$ cat src/rtl/onehot_pulse_decoder_if.sv
// Handshake and output bundle for onehot_pulse_decoder.
// The master side drives requests; the slave side is the decoder itself.
interface onehot_pulse_decoder_if #(
    parameter int SEL_W = 3
) ();
    logic                  en;
    logic                  in_valid;
    logic                  in_ready;
    logic [SEL_W-1:0]      sel;
    logic [(2**SEL_W)-1:0] out_onehot;
    logic                  out_valid;
    logic                  busy;
    logic                  done;

    modport master (
        output en, in_valid, sel,
        input  in_ready, out_onehot, out_valid, busy, done
    );

    modport slave (
        input  en, in_valid, sel,
        output in_ready, out_onehot, out_valid, busy, done
    );
endinterface

$ cat src/rtl/onehot_pulse_decoder.sv
// Sequential 3-to-8 decoder: accepts an encoded index and drives its one-hot line for
// PULSE_LEN cycles, then GAP_LEN idle cycles. ONEHOT_PULSE_QUEUE_EN adds a one-entry request buffer.
module onehot_pulse_decoder #(
    parameter int SEL_W     = 3,
    parameter int PULSE_LEN = 4,
    parameter int GAP_LEN   = 1,
    parameter int CNT_W     = 8
) (
    input  logic                   clk,
    input  logic                   rst_n,
    onehot_pulse_decoder_if.slave  bus
);
    localparam int N_OUT     = 2**SEL_W;
    localparam int PULSE_EFF = (PULSE_LEN < 1) ? 1 : PULSE_LEN;
    localparam bit HAS_GAP   = (GAP_LEN > 0);

    localparam logic [CNT_W-1:0] CNT_ZERO   = {CNT_W{1'b0}};
    localparam logic [CNT_W-1:0] CNT_ONE    = {{(CNT_W-1){1'b0}}, 1'b1};
    localparam logic [CNT_W-1:0] PULSE_LOAD = CNT_W'(PULSE_EFF - 1);
    localparam logic [CNT_W-1:0] GAP_LOAD   = CNT_W'(HAS_GAP ? GAP_LEN - 1 : 0);

    typedef enum logic [1:0] {
        ST_IDLE  = 2'd0,
        ST_DRIVE = 2'd1,
        ST_GAP   = 2'd2
    } state_t;

    state_t             r_state;
    logic [CNT_W-1:0]   r_cnt;
    logic [SEL_W-1:0]   r_sel;
    logic [N_OUT-1:0]   r_onehot;
    logic               r_out_valid;
    logic               r_busy;
    logic               r_done;

    logic               w_in_ready;
    logic               w_accept;
    logic               w_pend_valid;
    logic [SEL_W-1:0]   w_pend_sel;
    logic               w_slot;
    logic               w_launch;

`ifdef ONEHOT_PULSE_QUEUE_EN
    logic               r_buf_full;
    logic [SEL_W-1:0]   r_buf_sel;
`endif

    function automatic logic [N_OUT-1:0] f_decode(input logic [SEL_W-1:0] idx);
        f_decode = {{(N_OUT-1){1'b0}}, 1'b1} << idx;
    endfunction

    // Handshake, pending-request selection and the "may start a new pulse" slot
    always_comb begin
        w_in_ready   = 1'b0;
        w_accept     = 1'b0;
        w_pend_valid = 1'b0;
        w_pend_sel   = {SEL_W{1'b0}};
        w_slot       = 1'b0;
`ifdef ONEHOT_PULSE_QUEUE_EN
        w_in_ready   = bus.en && !r_buf_full;
        w_accept     = bus.in_valid && w_in_ready;
        w_pend_valid = r_buf_full || w_accept;
        if (r_buf_full) begin
            w_pend_sel = r_buf_sel;
        end else begin
            w_pend_sel = bus.sel;
        end
`else
        w_in_ready   = bus.en && (r_state == ST_IDLE);
        w_accept     = bus.in_valid && w_in_ready;
        w_pend_valid = w_accept;
        w_pend_sel   = bus.sel;
`endif
        // A slot is the edge at which the block would otherwise fall back to IDLE
        case (r_state)
            ST_IDLE:  w_slot = 1'b1;
            ST_DRIVE: w_slot = bus.en && (r_cnt == CNT_ZERO) && !HAS_GAP;
            ST_GAP:   w_slot = (r_cnt == CNT_ZERO);
            default:  w_slot = 1'b0;
        endcase
        w_launch = w_slot && w_pend_valid;
    end

    // Main FSM with registered outputs
    always_ff @(posedge clk) begin
        if (!rst_n) begin
            r_state     <= ST_IDLE;
            r_cnt       <= CNT_ZERO;
            r_sel       <= {SEL_W{1'b0}};
            r_onehot    <= {N_OUT{1'b0}};
            r_out_valid <= 1'b0;
            r_busy      <= 1'b0;
            r_done      <= 1'b0;
        end else begin
            case (r_state)
                ST_IDLE: begin
                    if (w_launch) begin
                        r_state     <= ST_DRIVE;
                        r_cnt       <= PULSE_LOAD;
                        r_sel       <= w_pend_sel;
                        r_onehot    <= f_decode(w_pend_sel);
                        r_out_valid <= 1'b1;
                        r_busy      <= 1'b1;
                        r_done      <= (PULSE_LOAD == CNT_ZERO);
                    end else begin
                        r_onehot    <= {N_OUT{1'b0}};
                        r_out_valid <= 1'b0;
                        r_busy      <= 1'b0;
                        r_done      <= 1'b0;
                    end
                end
                ST_DRIVE: begin
                    if (!bus.en) begin
                        r_state     <= ST_IDLE;
                        r_cnt       <= CNT_ZERO;
                        r_onehot    <= {N_OUT{1'b0}};
                        r_out_valid <= 1'b0;
                        r_busy      <= 1'b0;
                        r_done      <= 1'b0;
                    end else if (r_cnt != CNT_ZERO) begin
                        r_cnt       <= r_cnt - CNT_ONE;
                        r_onehot    <= f_decode(r_sel);
                        r_done      <= (r_cnt == CNT_ONE);
                    end else if (HAS_GAP) begin
                        r_state     <= ST_GAP;
                        r_cnt       <= GAP_LOAD;
                        r_onehot    <= {N_OUT{1'b0}};
                        r_out_valid <= 1'b0;
                        r_busy      <= 1'b1;
                        r_done      <= 1'b0;
                    end else if (w_launch) begin
                        r_cnt       <= PULSE_LOAD;
                        r_sel       <= w_pend_sel;
                        r_onehot    <= f_decode(w_pend_sel);
                        r_out_valid <= 1'b1;
                        r_done      <= (PULSE_LOAD == CNT_ZERO);
                    end else begin
                        r_state     <= ST_IDLE;
                        r_onehot    <= {N_OUT{1'b0}};
                        r_out_valid <= 1'b0;
                        r_busy      <= 1'b0;
                        r_done      <= 1'b0;
                    end
                end
                ST_GAP: begin
                    // en does not shorten the gap; only the counter ends it
                    if (r_cnt != CNT_ZERO) begin
                        r_cnt       <= r_cnt - CNT_ONE;
                    end else if (w_launch) begin
                        r_state     <= ST_DRIVE;
                        r_cnt       <= PULSE_LOAD;
                        r_sel       <= w_pend_sel;
                        r_onehot    <= f_decode(w_pend_sel);
                        r_out_valid <= 1'b1;
                        r_done      <= (PULSE_LOAD == CNT_ZERO);
                    end else begin
                        r_state     <= ST_IDLE;
                        r_busy      <= 1'b0;
                    end
                end
                default: begin
                    r_state     <= ST_IDLE;
                    r_cnt       <= CNT_ZERO;
                    r_onehot    <= {N_OUT{1'b0}};
                    r_out_valid <= 1'b0;
                    r_busy      <= 1'b0;
                    r_done      <= 1'b0;
                end
            endcase
        end
    end

`ifdef ONEHOT_PULSE_QUEUE_EN
    // One-entry request buffer: filled by accepts that cannot launch, drained at the next slot
    always_ff @(posedge clk) begin
        if (!rst_n) begin
            r_buf_full <= 1'b0;
            r_buf_sel  <= {SEL_W{1'b0}};
        end else if ((r_state == ST_DRIVE) && !bus.en) begin
            r_buf_full <= 1'b0;
        end else if (w_launch && r_buf_full) begin
            r_buf_full <= 1'b0;
        end else if (w_accept && !w_launch) begin
            r_buf_full <= 1'b1;
            r_buf_sel  <= bus.sel;
        end else begin
            r_buf_full <= r_buf_full;
        end
    end
`endif

    assign bus.in_ready   = w_in_ready;
    assign bus.out_onehot = r_onehot;
    assign bus.out_valid  = r_out_valid;
    assign bus.busy       = r_busy;
    assign bus.done       = r_done;
endmodule

$ cat src/flat_wrapper.sv
// flat-port wrapper written by rule: the top's interface ports become plain ports
module onehot_pulse_decoder_flat 
#(
    parameter int SEL_W     = 3,
    parameter int PULSE_LEN = 4,
    parameter int GAP_LEN   = 1,
    parameter int CNT_W     = 8
)
  (clk, rst_n, bus_en, bus_in_valid, bus_sel, bus_in_ready, bus_out_onehot, bus_out_valid, bus_busy, bus_done);
  onehot_pulse_decoder_if #(.SEL_W(SEL_W)) bus_i ();
  input  logic clk;
  input  logic rst_n;
  input wire logic [$bits(bus_i.en)-1:0] bus_en;
  input wire logic [$bits(bus_i.in_valid)-1:0] bus_in_valid;
  input wire logic [$bits(bus_i.sel)-1:0] bus_sel;
  output wire logic [$bits(bus_i.in_ready)-1:0] bus_in_ready;
  output wire logic [$bits(bus_i.out_onehot)-1:0] bus_out_onehot;
  output wire logic [$bits(bus_i.out_valid)-1:0] bus_out_valid;
  output wire logic [$bits(bus_i.busy)-1:0] bus_busy;
  output wire logic [$bits(bus_i.done)-1:0] bus_done;
  assign bus_i.en = bus_en;
  assign bus_i.in_valid = bus_in_valid;
  assign bus_i.sel = bus_sel;
  assign bus_in_ready = bus_i.in_ready;
  assign bus_out_onehot = bus_i.out_onehot;
  assign bus_out_valid = bus_i.out_valid;
  assign bus_busy = bus_i.busy;
  assign bus_done = bus_i.done;
  onehot_pulse_decoder #(.SEL_W(SEL_W), .PULSE_LEN(PULSE_LEN), .GAP_LEN(GAP_LEN), .CNT_W(CNT_W)) u_core (.clk(clk), .rst_n(rst_n), .bus(bus_i));
endmodule
$ cat config.mk
export PLATFORM = sky130hd
export DESIGN_NAME = onehot_pulse_decoder_flat
export DESIGN_NICKNAME = d
export VERILOG_FILES = /design/src/rtl/onehot_pulse_decoder_if.sv /design/src/rtl/onehot_pulse_decoder.sv /design/src/flat_wrapper.sv
export SDC_FILE = /design/constraint.sdc
export NUM_CORES = 1
export LEC_CHECK = 0
export CAP_MARGIN = 20
export CORE_ASPECT_RATIO = 0.7
export CORE_MARGIN = 2
export CORE_UTILIZATION = 46
export CTS_CLUSTER_DIAMETER = 200
export CTS_CLUSTER_SIZE = 8
export DETAILED_ROUTE_END_ITERATION = 8
export PLACE_DENSITY_LB_ADDON = 0.15
export SLEW_MARGIN = 15
export SYNTH_ARGS = -nofsm -noshare
export SYNTH_HDL_FRONTEND = slang
export SYNTH_SLANG_ARGS = --single-unit
$ cat constraint.sdc
create_clock -name clk -period 2.45 [get_ports clk]
set_input_delay 0.49 -clock clk [delete_from_list [all_inputs] [get_ports clk]]
set_output_delay 0.49 -clock clk [all_outputs]
set_load 0.02 [all_outputs]
# After elaboration in Yosys (flattened, before gate mapping)
# Cells that the tools add are included.
# W data, S select, Z words.
[classes]
addsub = 1
eq_ne = 8
shifts = 2
mux = 37
reduce_logical = 12
[op_table]
columns = ["op", "count"]
rows = [
  ["$mux W8", 9],
  ["$pmux W8 S3", 2],
  ["$shl A1 B3 Y8 const A", 2],
  ["$mux W1", 14],
  ["$reduce_and A3 Y1", 3],
  ["$eq A8 B1 Y1 const B", 1],
  ["$logic_not A8 Y1", 1],
  ["$mux W2", 4],
  ["$reduce_bool A8 Y1", 1],
  ["$sub A8 B1 Y8 const B", 1],
  ["$mux W3", 2],
  ["$pmux W1 S3", 2],
  ["$pmux W2 S3", 1],
  ["$pmux W3 S2", 1],
  ["$ne A2 B1 Y1 const B", 2],
  ["$ne A2 B2 Y1 const B", 2],
  ["$pmux W1 S2", 2],
  ["$reduce_and A2 Y1", 2],
  ["$logic_and A1 B1 Y1", 3],
  ["$ne A3 B3 Y1 const B", 1],
  ["$eq A2 B1 Y1 const B", 1],
  ["$eq A2 B2 Y1 const B", 1],
  ["$logic_not A2 Y1", 1],
  ["$reduce_bool A2 Y1", 1],
]
[word_totals]
reg_bits = 24
input_bits = 7
output_inout_bits = 12
elab_cells = 67

# Depth between registers and ports, before layout
[logic_depth]
ltp_word = 7
ltp_mapped = 6

# Worst setup path after synthesis
# Ideal clock, no wire load.
[synth_path]
kind = "register to register"
start = "register u_core.r_cnt[1]"
end = "register u_core.r_cnt[6]"
arrival_time_ps = 1704
setup_slack_ps = 624
stages_incl_launch_ff = 7
n_path_buf = 0
cell_sequence = "dfxtp_1 > inv_1 > ha_1 > or3b_4 > or3_1 > and3_1 > a221o_1"
[synth_between]
elab_chain_cells = 6
word_cells_on_any_way = 10
classes_between = "1 x add/sub; 6 x mux; 3 x reduce/logical"
[synth_lines]
columns = ["element", "line_no", "source"]
rows = [
  ["start: declaration", "onehot_pulse_decoder.sv:29", "logic [CNT_W-1:0] r_cnt;"],
  ["start signal: assignment", "onehot_pulse_decoder.sv:121", "r_cnt <= r_cnt - CNT_ONE;"],
  ["start signal: assignment", "onehot_pulse_decoder.sv:148", "r_cnt <= r_cnt - CNT_ONE;"],
  ["parallel branches: the longest is 5 deep, another holds $sub A8 B1 Y8", "--", ""],
  ["$pmux W8 S3 *", "onehot_pulse_decoder.sv:95", "case (r_state)"],
]
# Every way passes the cells marked *.
# A chain may end at the register's enable or synchronous reset.

# Worst setup path after layout
[layout_path]
start = "input port bus_en"
end = "output port bus_in_ready"
[layout_between]
elab_chain_cells = 1
[layout_lines]
columns = ["element", "line_no", "source"]
rows = [
  ["start: declaration", "flat_wrapper.sv:13", "input wire logic [$bits(bus_i.en)-1:0] bus_en;"],
  ["$logic_and A1 B1 Y1", "onehot_pulse_decoder.sv:69", "w_in_ready = bus.en && (r_state == ST_IDLE);"],
  ["end: declaration", "flat_wrapper.sv:16", "output wire logic [$bits(bus_i.in_ready)-1:0] bus_in_ready;"],
]
# Every way passes these cells.

==> results by group <==
Yosys
  • EDFF count, synth: 0
  • Net count of the mapped netlist: 168
  • Asr flop ratio synth: 0%
  • Total standard cell area after synthesis: 1311 µm²
  • Synthesized area divided by synthesized cell count: 8.247 µm²
  • Top FF cell, synth: dfxtp_1
  • Number of distinct standard cells referenced by the synthesized netlist: 49
  • Number of synthesis warnings: 0
  • Register bit count reported by yosys: 24
  • Syn Inst Count: 159
  • Sequential fraction of the synthesis area: 36.64%

Floorplanning
  • DIE HEIGHT: 48.67 µm
  • Core Footprint: 2763 µm²
  • Initial Util: 47.46%
  • Placement row count: 16
  • Die extent in x: 67.82 µm
  • Overall die area: 3301 µm²
  • I/O Pins: 19

Routing
  • Pre-Repair DR Iteration Count: 4
  • Number of DRC markers after the initial detailed-route iteration: 180
  • Per-cell via count in the routed design: 6.050
  • Final routed DRC violation total: 0
  • Number of antenna-violating nets in the routed design: 0
  • WL final: 3479 µm
  • Via Count: 1319
  • Mean routed wirelength per cell: 15.96 µm

Clock tree
  • Worst-Skew Late Latency: 270 ps
  • Number of buffers on the longest clock path: 2
  • Resized Gates After CTS: 0
  • Clock Sink Count: 24
  • Number of buffers inserted during clock tree synthesis: 3
  • Hold bufs inserted after CTS: 0
  • Post CTS Setup Buffer Count: 0
  • Clock tree root driver cell: clkbuf_8
  • TritonCTS clock tree: built
  • H-tree levels: 1
  • CTS clock-pin slew for the worst setup and hold paths: 90 ps

Global route
  • Wire length of the first global-routing pass: 5747 µm
  • Maximum number of pins on one net before global-route repair: 20
  • Residual overflow from global routing: 0
  • Vias in the first global route: 1185
  • Overall Global Routing Usage: 22.78%
  • Number of antenna violations at the first check in global routing: 0

Critical path
  • Cell family with most CP delay: buffers and inverters
  • Cell repeated most along the worst path: clkdlybuf4s50_1
  • Largest stage delay, worst path: 640 ps
  • Worst R2R End: u_core.r_cnt[5]
  • Type of element launching the critical path: input pin
  • Critical Setup Path Class: in -> out
  • Slowest library cell on the worst path: clkdlybuf4s50_1
  • Worst-path fanout max: 2
  • Critical register-to-register path startpoint: u_core.r_cnt[1]
  • Type of element capturing the critical path: output pin
  • Sequence of cells on the critical path: clkdlybuf4s50_1, nor3b_1, clkdlybuf4s50_1
  • Worst path buffer plus inverter count: 2
  • Cell depth of the worst flop-to-flop path: 6
  • Register-to-register setup slack: 410 ps
  • Arrival @ worst endpoint: 1790 ps
  • Required time at the worst-slack endpoint: 1960 ps

Layout
  • Layout cell share with drive strength beyond 1: 10.99%
  • Filler-free cell count of the finished design: 218
  • Antenna Cells: 0
  • Synth-to-Final Area Change: 24.62%
  • Nets: 192

Timing
  • Hold Vio Cnt, Final: 0
  • Setup skew after layout: 8.850 ps
  • Peak Freq: 438.9 MHz
  • Share of the clock period used by the worst path after layout: 92.99%
  • Number of max-slew violations in the final report: 0
  • Worst hold-check slack: 482.8 ps
  • Min setup slack post-route: 171.7 ps
  • Slew at the pin closest to its max-slew limit: 610.9 ps
  • Period minus WS final: 2278 ps
  • Setup repair after global routing missed its margin: no
  • Summed negative setup slack over all endpoints: 0 ps
  • Worst max-slew margin expressed relative to the limit: 59.22%
  • Final setup violation count: 0

Power and ir drop
  • Leakage component of the power: 0.6067 nW
  • Power density of the placed cells: 636.4 nW/µm²
  • Total Power: 1.040 mW
  • Worst vdd rail ir drop: 0.3763 mV

Outcome
  • Status: finished clean

Placement
  • Count of input and output buffers: 18
  • Final RePlAce weighted congestion: 0.9033
  • Number of placed instances, taps included: 214
  • Hpwl dp: 2545 µm
  • Pre-CTS WS: 184.0 ps

Worst hold path
  • HP Class: reg -> reg
  • Hold Path Cell Cnt: 2
  • Source of the worst hold timing path: u_core.bus.done
  • Hold Path Sink: u_core.bus.done

Run
  • Max capacitance violation total: 0
[where the power goes]
group	leakage (nW)	switching, mW	internal (mW)
registers	0.195	0.0316	0.408
clock network	0.0357	0.134	0.219
logic	0.376	0.142	0.106
total	0.607	0.308	0.732
[area by class of cell]
type	count	area, µm²
Clock buffer	3	41.29
Multi-Input combinational cell	120	770.7
Timing Repair Buffer	25	232.7
Fill cell	240	1129
Tap cell	36	45.04
Sequential cell	24	480.5
Clock inverter	1	30.03
Inverter	9	33.78
[how the worst max path moves through the flow]
stage,from,to,slack [ps],cells past startpoint
global route,bus_en,bus_in_ready,120,3
global placement,bus_en,bus_in_ready,200,3
CTS,bus_en,bus_in_ready,160,3
finish,bus_en,bus_in_ready,170,3
floorplan,u_core.r_cnt[1],u_core.r_cnt[6],620,6
detailed placement,bus_en,bus_in_ready,180,3
[cell usage after synthesis (all sizes together), types with 2 or more instances]
| master | n | share of area, % |
|---|---|---|
| dfxtp | 24 | 37 |
| o21a | 2 | 1.1 |
| nor3b | 3 | 1.7 |
| o21ai | 9 | 3.7 |
| a221o | 3 | 2.3 |
| ha | 2 | 1.9 |
| o211a | 2 | 1.5 |
| a221oi | 2 | 1.8 |
| nor4 | 3 | 1.9 |
| a22o | 2 | 1.4 |
| clkbuf | 2 | 0.57 |
| nand2 | 17 | 4.9 |
| nor2 | 15 | 4.3 |
| or4 | 3 | 2.0 |
| or3 | 2 | 0.95 |
| nand3b | 2 | 1.1 |
| buf | 4 | 1.4 |
| a32oi | 4 | 2.7 |
| a211oi | 2 | 1.5 |
| nor3 | 6 | 2.3 |
| inv | 8 | 2.3 |
| nand3 | 2 | 0.76 |
| o22ai | 4 | 1.9 |
| and3 | 3 | 1.4 |
| nand2b | 3 | 1.4 |
| a21oi | 14 | 5.3 |
[metrics by stage]
stage                     area (µm²)  util, %
after global placement          1563    56.57
after CTS                       1634    59.15
after floorplan                 1311        -
final                           1634    59.15
after detailed placement        1563    56.57
after global routing            1634    59.15
[cell usage in the layout, fill, tap and decap left out, types with 3 or more instances in the layout]
master / instances
o22ai_1: 4
a32oi_1: 4
nor3b_1: 3
clkbuf_8: 3
clkdlybuf4s50_1: 18
nand2b_1: 3
nor3_1: 6
o21ai_0: 8
dfxtp_1: 24
inv_1: 8
nor2_1: 15
buf_4: 7
a221o_1: 3
a21oi_1: 14
nand2_1: 17
and3_1: 3
[flip-flops by register name, indices dropped and copies added (netlist names)]
| name | cells |
|---|---|
| u_core.bus.busy | 1 |
| u_core.bus.done | 1 |
| u_core.bus.out_onehot | 8 |
| u_core.bus.out_valid | 1 |
| u_core.r_cnt | 8 |
| u_core.r_sel | 3 |
| u_core.r_state | 2 |
[kinds of logic (layout without fill, tap and decap cells)]
| logic type | after synthesis | after routing | synth area share [%] |
|---|---|---|---|
| fa+ha+maj | 2 | 2 | 1.908 |
| simple gates | 65 | 65 | 27.38 |
| buf+inv | 15 | 38 | 4.580 |
| xor+xnor | 1 | 1 | 0.6681 |
| flops | 24 | 24 | 36.64 |
| compound gates | 51 | 51 | 28.05 |
| mux | 1 | 1 | 0.7634 |
[routing by layer]
| layer | part of all wire [%] | vias to the layer above | routed length, µm | GRT usage, % |
|---|---|---|---|---|
| met2 | 42 | 67 | 1458 | 30.39 |
| met3 | 9.2 | 2 | 321 | 7.674 |
| met1 | 48 | 610 | 1685 | 35.95 |
| met5 | 0 | - | 0 | 0 |
| met4 | 0.37 | 0 | 13 | 3.000 |
| li1 | - | 640 | - | - |
[worst reg2reg max path, cell delays in order, from the launching register on]
cell      delay, ps
dfxtp_1         380
inv_1           100
ha_1            210
nor3b_1         480
nand2_1         190
a211oi_2        410
a221o_1         210
Note: power is estimated with default switching activity, not from simulation.
==> edit (same settings) <==
Build with the macro `ONEHOT_PULSE_QUEUE_EN` defined.
--- a/src/rtl/onehot_pulse_decoder.sv
+++ b/src/rtl/onehot_pulse_decoder.sv
@@ -1,4 +1,6 @@
 // Sequential 3-to-8 decoder: accepts an encoded index and drives its one-hot line for
 // PULSE_LEN cycles, then GAP_LEN idle cycles. ONEHOT_PULSE_QUEUE_EN adds a one-entry request buffer.
+`define ONEHOT_PULSE_QUEUE_EN
+
 module onehot_pulse_decoder #(
     parameter int SEL_W     = 3,
Check against the original RTL: not equivalent (a bounded check fails within 4 cycles, from zero or initial values and one cycle with rst_n low).
==> edit against the original RTL <==
- via count rose by 16%
- final area rose by 18%
- critical path type unchanged
- count of clock-buffer cells in the layout stayed put
- highest routed layer unchanged
- power grew 3.2%
- wire length up 16%
- critical path depth unchanged
- combinational power down 15%
- die area rose by 19%
- sequential power up 12%
- setup slack better by 0.010 ns
- global-route usage barely moved
- synthesized area up 20%
- largest cell class unchanged
- sequential cell count increased by 4
==> edit: results (changes against the original RTL) <==
Routing
  – Vias after detailed routing: 1525 (was 1319)
  – DRT iter0 DRCs: 123 (was 180)
  – Final wirelength: 4025 um (was 3479 um)

Critical path
  – Worst path max stage delay: 0.63 ns
  – Setup slack, reg-to-reg: 0.39 ns (was 0.41 ns)
  – Top delay family on crit path: buffers and inverters (unchanged)

Global route
  – Vias in the first global route: 1422 (was 1185)
  – Total global routing track utilization: 0.2274 (was 0.2278)
  – First-pass GRT wire length: 6817 um (was 5747 um)
  – Pin count of the biggest net entering global routing: 17 (was 20)

Logic synthesis
  – Most area-consuming cells after synthesis: dfxtp_1 35%, nand2_1 4.5%, a21oi_1 4.4% (was dfxtp_1 37%, a21oi_1 5.3%, nand2_1 4.9%)
  – Top post-synthesis cells by count: 28 x dfxtp_1, 19 x nand2_1, 14 x a21oi_1, 10 x nand3_1, 8 x o21ai_1 (was 24 x dfxtp_1, 17 x nand2_1, 15 x nor2_1, 14 x a21oi_1)
  – Sequential area share after synthesis: 0.3550 (was 0.3664)
  – Syn Nets: 195 (was 168)
  – Library cells used by synthesis: 51 (was 49)

Pwr
  – Leakage: 0.6671 nW (was 0.6067 nW)
  – Peak VDD IR: 516.6 uV (was 376.3 uV)

Placed design
  – Routability Congestion: 0.9588 (was 0.9033)
  – Hpwl dp: 3035 um (was 2545 um)

Timing
  – Worst hold slack: 0.4562 ns (was 0.4828 ns)
  – Clk_skew: 0.003537 ns (was 0.008850 ns)
  – Slew HR: 0.6001 (was 0.5922)

Final layout
  – Filler cells: 286 (was 240)
  – Nets: 219 (was 192)

Outcome
  – Outcome: completed (unchanged)
-- edit: changes by cell type after synthesis, moves of 4 or more --
cell / change
a211oi_1: +5
a21o_1: +4
dfxtp_1: +4
mux2i_1: +5
nand3_1: +8
nor2_1: -10
o21ai_1: +8
-- edit: final timing paths --
check,start,end,depth (start not counted)
worst max register to register,u_core.r_cnt[1]$_SDFF_PN0_,u_core.bus.out_onehot[3]$_SDFFE_PN0P_,6
worst max-delay path,bus_en,bus_in_ready,3
worst min register to register,u_core.bus.out_onehot[4]$_SDFFE_PN0P_,u_core.bus.out_onehot[4]$_SDFFE_PN0P_,2
worst min-delay path,u_core.bus.out_onehot[4]$_SDFFE_PN0P_,u_core.bus.out_onehot[4]$_SDFFE_PN0P_,2
-- edit: worst reg2reg max path: stages, from the launching register on --
cell and delay (ns):
dfxtp_1 0.35, inv_1 0.10, ha_1 0.24, or3b_1 0.52, o311a_1 0.54, nand2_1 0.11, o21ai_0 0.08
-- edit: per-layer routing --
metal  track usage  vias to the layer above  part of all wire
li1              -                      752                 -
met1        0.3229                      708              0.50
met2        0.3438                       61              0.42
met3       0.05905                        4             0.073
met4       0.05152                        0            0.0072
met5             0                        -                 0
-- edit: area by class of cell --
class | instances | area, um^2 | share of cell area
clock buffer | 3 | 41.29 | 0.02148
timing repair buffer | 28 | 255.2 | 0.1328
tap | 47 | 58.81 | 0.03060
inverter | 6 | 22.52 | 0.01172
clock inverter | 1 | 30.03 | 0.01563
sequential | 28 | 560.5 | 0.2917
multi-input combinational | 143 | 953.4 | 0.4961
-- edit: cells by family after synthesis --
kind of cell	after synthesis	share of synthesized area
AOI/OAI and AO/OA	70	0.3122
xor gates and xnor gates	1	0.005548
adders and majority gates	2	0.01585
buffers and inverters	15	0.04120
DFF	28	0.3550
muxes	7	0.04517
and+or+nand+nor	63	0.2250
-- edit: through the flow --
stage | area, um^2 | utilization | cells
after floorplan | 1579 | - | 186
after global placement | 1851 | 0.5762 | 252
after detailed placement | 1851 | 0.5762 | 252
after CTS | 1922 | 0.5984 | 256
after global routing | 1922 | 0.5984 | 256
final | 1922 | 0.5984 | 256
-- edit: power by group --
part	internal (mW)	switching, mW
Combinational	0.0885	0.123
Clock	0.219	0.148
Sequential	0.472	0.0233
Total	0.779	0.294
